$ cat src/rtl/id_ex_stage_reg.sv
// ID/EX pipeline register: captures decoded operands and control each cycle,
// holds on a memory-stall freeze, loads an all-zero bubble on flush or an empty ID slot.
module id_ex_stage_reg #(
  parameter int DW    = 32,
  parameter int CNT_W = 16
) (
  input  logic             clk,
  input  logic             rst,
  input  logic             freeze,
  input  logic             flush,
  input  logic             valid_in,
  input  logic [DW-1:0]    pc_in,
  input  logic [DW-1:0]    val_rn_in,
  input  logic [DW-1:0]    val_rm_in,
  input  logic [11:0]      shift_operand_in,
  input  logic             imm_in,
  input  logic [23:0]      signed_imm24_in,
  input  logic [3:0]       dest_in,
  input  logic [3:0]       src1_in,
  input  logic [3:0]       src2_in,
  input  logic [3:0]       exe_cmd_in,
  input  logic             mem_r_en_in,
  input  logic             mem_w_en_in,
  input  logic             wb_en_in,
  input  logic             b_in,
  input  logic             s_in,
  input  logic [3:0]       status_in,
  output logic             valid_out,
  output logic [DW-1:0]    pc_out,
  output logic [DW-1:0]    val_rn_out,
  output logic [DW-1:0]    val_rm_out,
  output logic [11:0]      shift_operand_out,
  output logic             imm_out,
  output logic [23:0]      signed_imm24_out,
  output logic [3:0]       dest_out,
  output logic [3:0]       src1_out,
  output logic [3:0]       src2_out,
  output logic [3:0]       exe_cmd_out,
  output logic             mem_r_en_out,
  output logic             mem_w_en_out,
  output logic             wb_en_out,
  output logic             b_out,
  output logic             s_out,
  output logic [3:0]       status_out,
  output logic             val2_mem_sel,
  output logic [CNT_W-1:0] bubble_cnt
);

  // Handshake: valid_in qualifies the ID bundle for one edge; there is no ready,
  // freeze is the only back-pressure and flush the only kill, flush taking priority.
  logic             r_valid;
  logic [DW-1:0]    r_pc;
  logic [DW-1:0]    r_val_rn;
  logic [DW-1:0]    r_val_rm;
  logic [11:0]      r_shift_operand;
  logic             r_imm;
  logic [23:0]      r_signed_imm24;
  logic [3:0]       r_dest;
  logic [3:0]       r_src1;
  logic [3:0]       r_src2;
  logic [3:0]       r_exe_cmd;
  logic             r_mem_r_en;
  logic             r_mem_w_en;
  logic             r_wb_en;
  logic             r_b;
  logic             r_s;
  logic [3:0]       r_status;
  logic [CNT_W-1:0] r_bubble_cnt;

  logic w_capture;
  logic w_bubble;

  assign w_capture = ~flush & ~freeze & valid_in;
  assign w_bubble  = flush | (~freeze & ~valid_in);

  // Bubbles clear data fields too, so downstream never sees stale operands.
  always_ff @(posedge clk) begin
    if (!rst || (w_bubble && !w_capture)) begin
      r_valid         <= 1'b0;
      r_pc            <= '0;
      r_val_rn        <= '0;
      r_val_rm        <= '0;
      r_shift_operand <= '0;
      r_imm           <= 1'b0;
      r_signed_imm24  <= '0;
      r_dest          <= '0;
      r_src1          <= '0;
      r_src2          <= '0;
      r_exe_cmd       <= '0;
      r_mem_r_en      <= 1'b0;
      r_mem_w_en      <= 1'b0;
      r_wb_en         <= 1'b0;
      r_b             <= 1'b0;
      r_s             <= 1'b0;
      r_status        <= '0;
    end else if (w_capture) begin
      r_valid         <= 1'b1;
      r_pc            <= pc_in;
      r_val_rn        <= val_rn_in;
      r_val_rm        <= val_rm_in;
      r_shift_operand <= shift_operand_in;
      r_imm           <= imm_in;
      r_signed_imm24  <= signed_imm24_in;
      r_dest          <= dest_in;
      r_src1          <= src1_in;
      r_src2          <= src2_in;
      r_exe_cmd       <= exe_cmd_in;
      r_mem_r_en      <= mem_r_en_in;
      r_mem_w_en      <= mem_w_en_in;
      r_wb_en         <= wb_en_in;
      r_b             <= b_in;
      r_s             <= s_in;
      r_status        <= status_in;
    end
  end

  // Saturating so a long stall-heavy run never reports a misleadingly small count.
  always_ff @(posedge clk) begin
    if (!rst) begin
      r_bubble_cnt <= '0;
    end else if (w_bubble && (r_bubble_cnt != {CNT_W{1'b1}})) begin
      r_bubble_cnt <= r_bubble_cnt + {{(CNT_W-1){1'b0}}, 1'b1};
    end
  end

  assign valid_out         = r_valid;
  assign pc_out            = r_pc;
  assign val_rn_out        = r_val_rn;
  assign val_rm_out        = r_val_rm;
  assign shift_operand_out = r_shift_operand;
  assign imm_out           = r_imm;
  assign signed_imm24_out  = r_signed_imm24;
  assign dest_out          = r_dest;
  assign src1_out          = r_src1;
  assign src2_out          = r_src2;
  assign exe_cmd_out       = r_exe_cmd;
  assign mem_r_en_out      = r_mem_r_en;
  assign mem_w_en_out      = r_mem_w_en;
  assign wb_en_out         = r_wb_en;
  assign b_out             = r_b;
  assign s_out             = r_s;
  assign status_out        = r_status;
  assign val2_mem_sel      = r_mem_r_en | r_mem_w_en;
  assign bubble_cnt        = r_bubble_cnt;

endmodule

$ cat config.mk
export PLATFORM = sky130hd
export DESIGN_NAME = id_ex_stage_reg
export DESIGN_NICKNAME = d
export VERILOG_FILES = /design/src/rtl/id_ex_stage_reg.sv
export SDC_FILE = /design/constraint.sdc
export NUM_CORES = 1
export LEC_CHECK = 0
export BUFFER_PORTS_ARGS = -buffer_cell sky130_fd_sc_hd__buf_2
export CAP_MARGIN = 30
export CORE_MARGIN = 3
export CORE_UTILIZATION = 40
export DETAILED_ROUTE_END_ITERATION = 12
export PLACE_DENSITY = 0.73
export SKIP_CTS_REPAIR_TIMING = 1
export SLEW_MARGIN = 20
export SYNTH_ARGS = -nofsm -noshare
export SYNTH_HDL_FRONTEND = slang
export SYNTH_SLANG_ARGS = --single-unit
$ cat constraint.sdc
create_clock -name clk -period 1.8 [get_ports clk]
set_input_delay 0.27 -clock clk [delete_from_list [all_inputs] [get_ports clk]]
set_output_delay 0.27 -clock clk [all_outputs]
set_load 0.05 [all_outputs]
-- Word-level counts from Yosys, hierarchy flattened
Cells that the tools add are included.
- $add $sub $neg: 1
- multiply operators: 0
- div/mod/pow operators: 0
- magnitude comparators: 0
- equality and inequality tests: 1
- shifts and indexed selects: 0
- muxes and demuxes: 0
- bitwise gates (word level): 8
- reductions and logical operators: 5
- operators with widths (kind ; number):
    $add A16 B1 Y16 const B ; 1
    $ne A16 B16 Y1 const B ; 1
    $and A1 B1 Y1 ; 3
    $not A1 Y1 ; 3
    $logic_and A1 B1 Y1 ; 2
    $logic_not A1 Y1 ; 2
    $or A1 B1 Y1 ; 2
    $logic_or A1 B1 Y1 ; 1
- bits in registers: 175
- bits in latches: 0
- bits in writable memories: 0
- memory bits (read-only): 0
- bits of input ports: 163
- word-level logic and storage cells: 33
- memories: 0

-- Depth between registers and ports, before layout
- depth in word-level cells: 6
- mapped depth: 7
- gate-level depth less buffers: 5

-- Least setup slack after synthesis
Ideal clock, no wire load.
- path type: flip-flop to flip-flop
- start point: register r_bubble_cnt[0] (netlist: bubble_cnt[0])
- end point: register r_bubble_cnt[12] (netlist: bubble_cnt[12])
- setup time: 0.116 ns
- data arrival time: 2.260 ns
- data required time: 1.684 ns
- slack: -0.576 ns
- cell stages (with the launch flop): 7
- path buffers: 1
- clock period less this slack: 2.376 ns
- cells stage by stage: dfxtp_1 -> ha_1 -> nand3_1 -> or4_1 -> buf_2 -> or4b_1 -> and3_1
- longest elaborated chain between the ends: 2
- ends and longest elaborated chain (item ; RTL line ; RTL):
    from (decl) ; 68 ; logic [CNT_W-1:0] r_bubble_cnt;
    from (signal assigned) ; 122 ; r_bubble_cnt <= r_bubble_cnt + {{(CNT_W-1){1'b0}}, 1'b1};
    parallel branches: the longest is 2 deep, another holds $add A16 B1 Y16 ; -- ;
Several ways; the timed one is not identified.
A chain may end at the register's enable or synchronous reset.

-- Final worst setup path
- start point: register r_bubble_cnt[1] (netlist: bubble_cnt[1])
- end point: register r_bubble_cnt[12] (netlist: bubble_cnt[12])
The elaborated chain is that of the path after synthesis.

==> results.json <==
{
  "finalCritPeriodShare_pct": 100,
  "hold_path.class": "in -> reg",
  "grt_pass1_wl_mm": 27.9,
  "worstPathArrival_ns": 2.12,
  "finalCriticalPeriod_ns": 1.81,
  "htree_levels": 4,
  "drc": 0,
  "num_rows": 44,
  "grt_usage_pct": 20.5,
  "vdd_drop_max_mv": 0.535,
  "grt_max_degree": 69,
  "max_clock_freq_mhz": 553,
  "grt_pass1_vias": 5683,
  "die_x_microns": 131,
  "vias": 6410,
  "numCtsBuffers": 17,
  "cts_root_buffer": "clkbuf_16",
  "synth_nets": 956,
  "layout-drive-gt1-share_pct": 36.8,
  "end_kind": "register",
  "status": "finished, violations left",
  "synth_area_sq_um": 6210,
  "fin_skew_ns": 0.00230,
  "synth_ff_type": "dfxtp_1",
  "core_sq_um": 14900,
  "clk_latency_ns": 0.41,
  "layout.nets": 1287,
  "areaGrowthSynthToFinish_pct": 43.2,
  "antenna_found_initial": 2,
  "setup_viol": 1,
  "reg2reg_depth": 5,
  "io_buffers": 338,
  "place_congestion": 0.804,
  "dp_hpwl_mm": 14.1,
  "synth-async-reset-ratio_pct": 0,
  "power.density_nw_per_um2": 915,
  "yosysSeqAreaShare_pct": 56.4,
  "wl_per_cell_microns": 14.4,
  "clockBufferDepth": 2,
  "nFillCells": 1352,
  "ant_nets": 0,
  "postSynthRegisterBits": 175,
  "synth_most_common_cell": "nand2_1",
  "drtIter0Drc": 311,
  "via_per_inst": 4.85,
  "ys_types": 30,
  "slew_headroom_pct": 70.0,
  "hold_ws_ns": 0.0857,
  "p_leak_uw": 0.00392,
  "violations": "negative setup slack",
  "boundaryPins": 339,
  "synth_top_cell_by_area": "dfxtp_1",
  "slew_violations": 0,
  "crit_required_ns": 2.11,
  "finalSetupTns_ns": -0.00842,
  "routed_wl_mm": 19.0,
  "synth.top_cell.area_share_pct": 56.4,
  "grt_overflow": 0,
  "hold_violations": 0,
  "yosysWarnings": 0,
  "postLayoutSetupSlackWorst_ns": -0.00842,
  "path_class": "reg -> reg",
  "whs_path_depth": 3,
  "synthTopCellsByCount": "nand2_1, dfxtp_1, a21oi_1, clkbuf_1, or4_1",
  "syn_area_per_cell_sq_um": 7.84,
  "cts_tree": "built",
  "dieArea_sq_um": 17000,
  "tightest_slew_ns": 0.450,
  "start_kind": "register",
  "cp_max_fo": 6,
  "initial_core_util_pct": 41.8,
  "grt_setup_unrepaired": "yes",
  "die_height_microns": 131,
  "cts_num_sinks": 175,
  "synthCells": 792,
  "max_cap_viol_count": 0,
  "clk_transition_reported_paths_ns": 0.07,
  "synth_edf_count": 0,
  "yosys-top-cells-area": "dfxtp_1, nand2_1, a21oi_1",
  "total_power_uw": 8140,
  "drt_pass1_iterations": 5
}
layout by cell type (no fill, tap or decap), drive strengths merged, types with 2 or more instances in the layout:
cell type,synthesis,layout
a21oi,171,171
and2,2,2
and3,2,2
buf,10,369
clkbuf,47,20
clkinv,0,5
dfxtp,175,175
diode,0,2
inv,5,9
nand2,325,325
nand3,5,5
nand4,4,4
nor2,4,4
nor4,2,2
o21ai,6,6
o31ai,9,9
or3,3,3
or4,10,10
kinds of logic after synthesis:
kind of cell,share of synthesized area [%]
AOI/OAI and AO/OA,15.7
muxes,0.161
DFF,56.4
and+or+nand+nor,23.7
adders and majority gates,0.202
buffers and inverters,3.79
worst paths after layout:
kind / from / to / slack, ns
min: signed_imm24_in[18] / signed_imm24_out[18] / 0.09
max: bubble_cnt[1] / bubble_cnt[12] / -0.008
max reg2reg: bubble_cnt[1] / bubble_cnt[12] / -0.008
min reg2reg: val_rn_out[7] / val_rn_out[7] / 0.45
registers in the layout (all words and copies together), names as in the netlist, 4 cells and up:
signal	count
signed_imm24_out	24
dest_out	4
pc_out	32
shift_operand_out	12
status_out	4
bubble_cnt	16
src1_out	4
val_rm_out	32
src2_out	4
val_rn_out	32
exe_cmd_out	4
where the power goes:
| part | internal, uW | switching [uW] | leakage, uW | total (uW) |
|---|---|---|---|---|
| Sequential | 3910 | 22.0 | 0.00142 | 3940 |
| Clock | 1990 | 1530 | 0.000279 | 3520 |
| Combinational | 251 | 431 | 0.00222 | 682 |
per-stage QoR:
step	instance area (sq um)	setup WS [ns]	util (%)	instances
2_1_floorplan	6240	-0.202	-	792
3_3_place_gp	8290	-0.172	55.8	1286
3_5_place_dp	8290	-0.204	55.8	1286
4_1_cts	8850	-0.0731	59.6	1317
5_1_grt	8890	-0.0426	59.8	1320
6_report	8890	-0.00842	59.8	1321
layout make-up:
type                       count  area, sq um  area share (%)
antenna                        2         5.00          0.0563
clock buffer                  20          457            5.14
inverter                       5         18.8           0.211
timing repair buffer         369         2020            22.8
multi-input combinational    555         2520            28.4
sequential                   175         3520            39.6
clock inverter                11          108            1.21
tap                          184          230            2.59
worst max-delay path, stage by stage, from the launching register on:
cell and delay [ns]:
dfxtp_4 0.36, ha_4 0.14, nand3_4 0.08, or4_4 0.45, or4b_1 0.51, and3_1 0.17
layer usage:
layer  track usage (%)  vias up  part of all wire (%)
met1              23.5     2887                    39
met5                 0        -                 0.068
met4              7.86        2                   2.0
li1                  -     3260                     -
met3              7.24       25                   8.8
met2              35.1      236                    50
No activity file was read; power rests on OpenSTA's default activity.
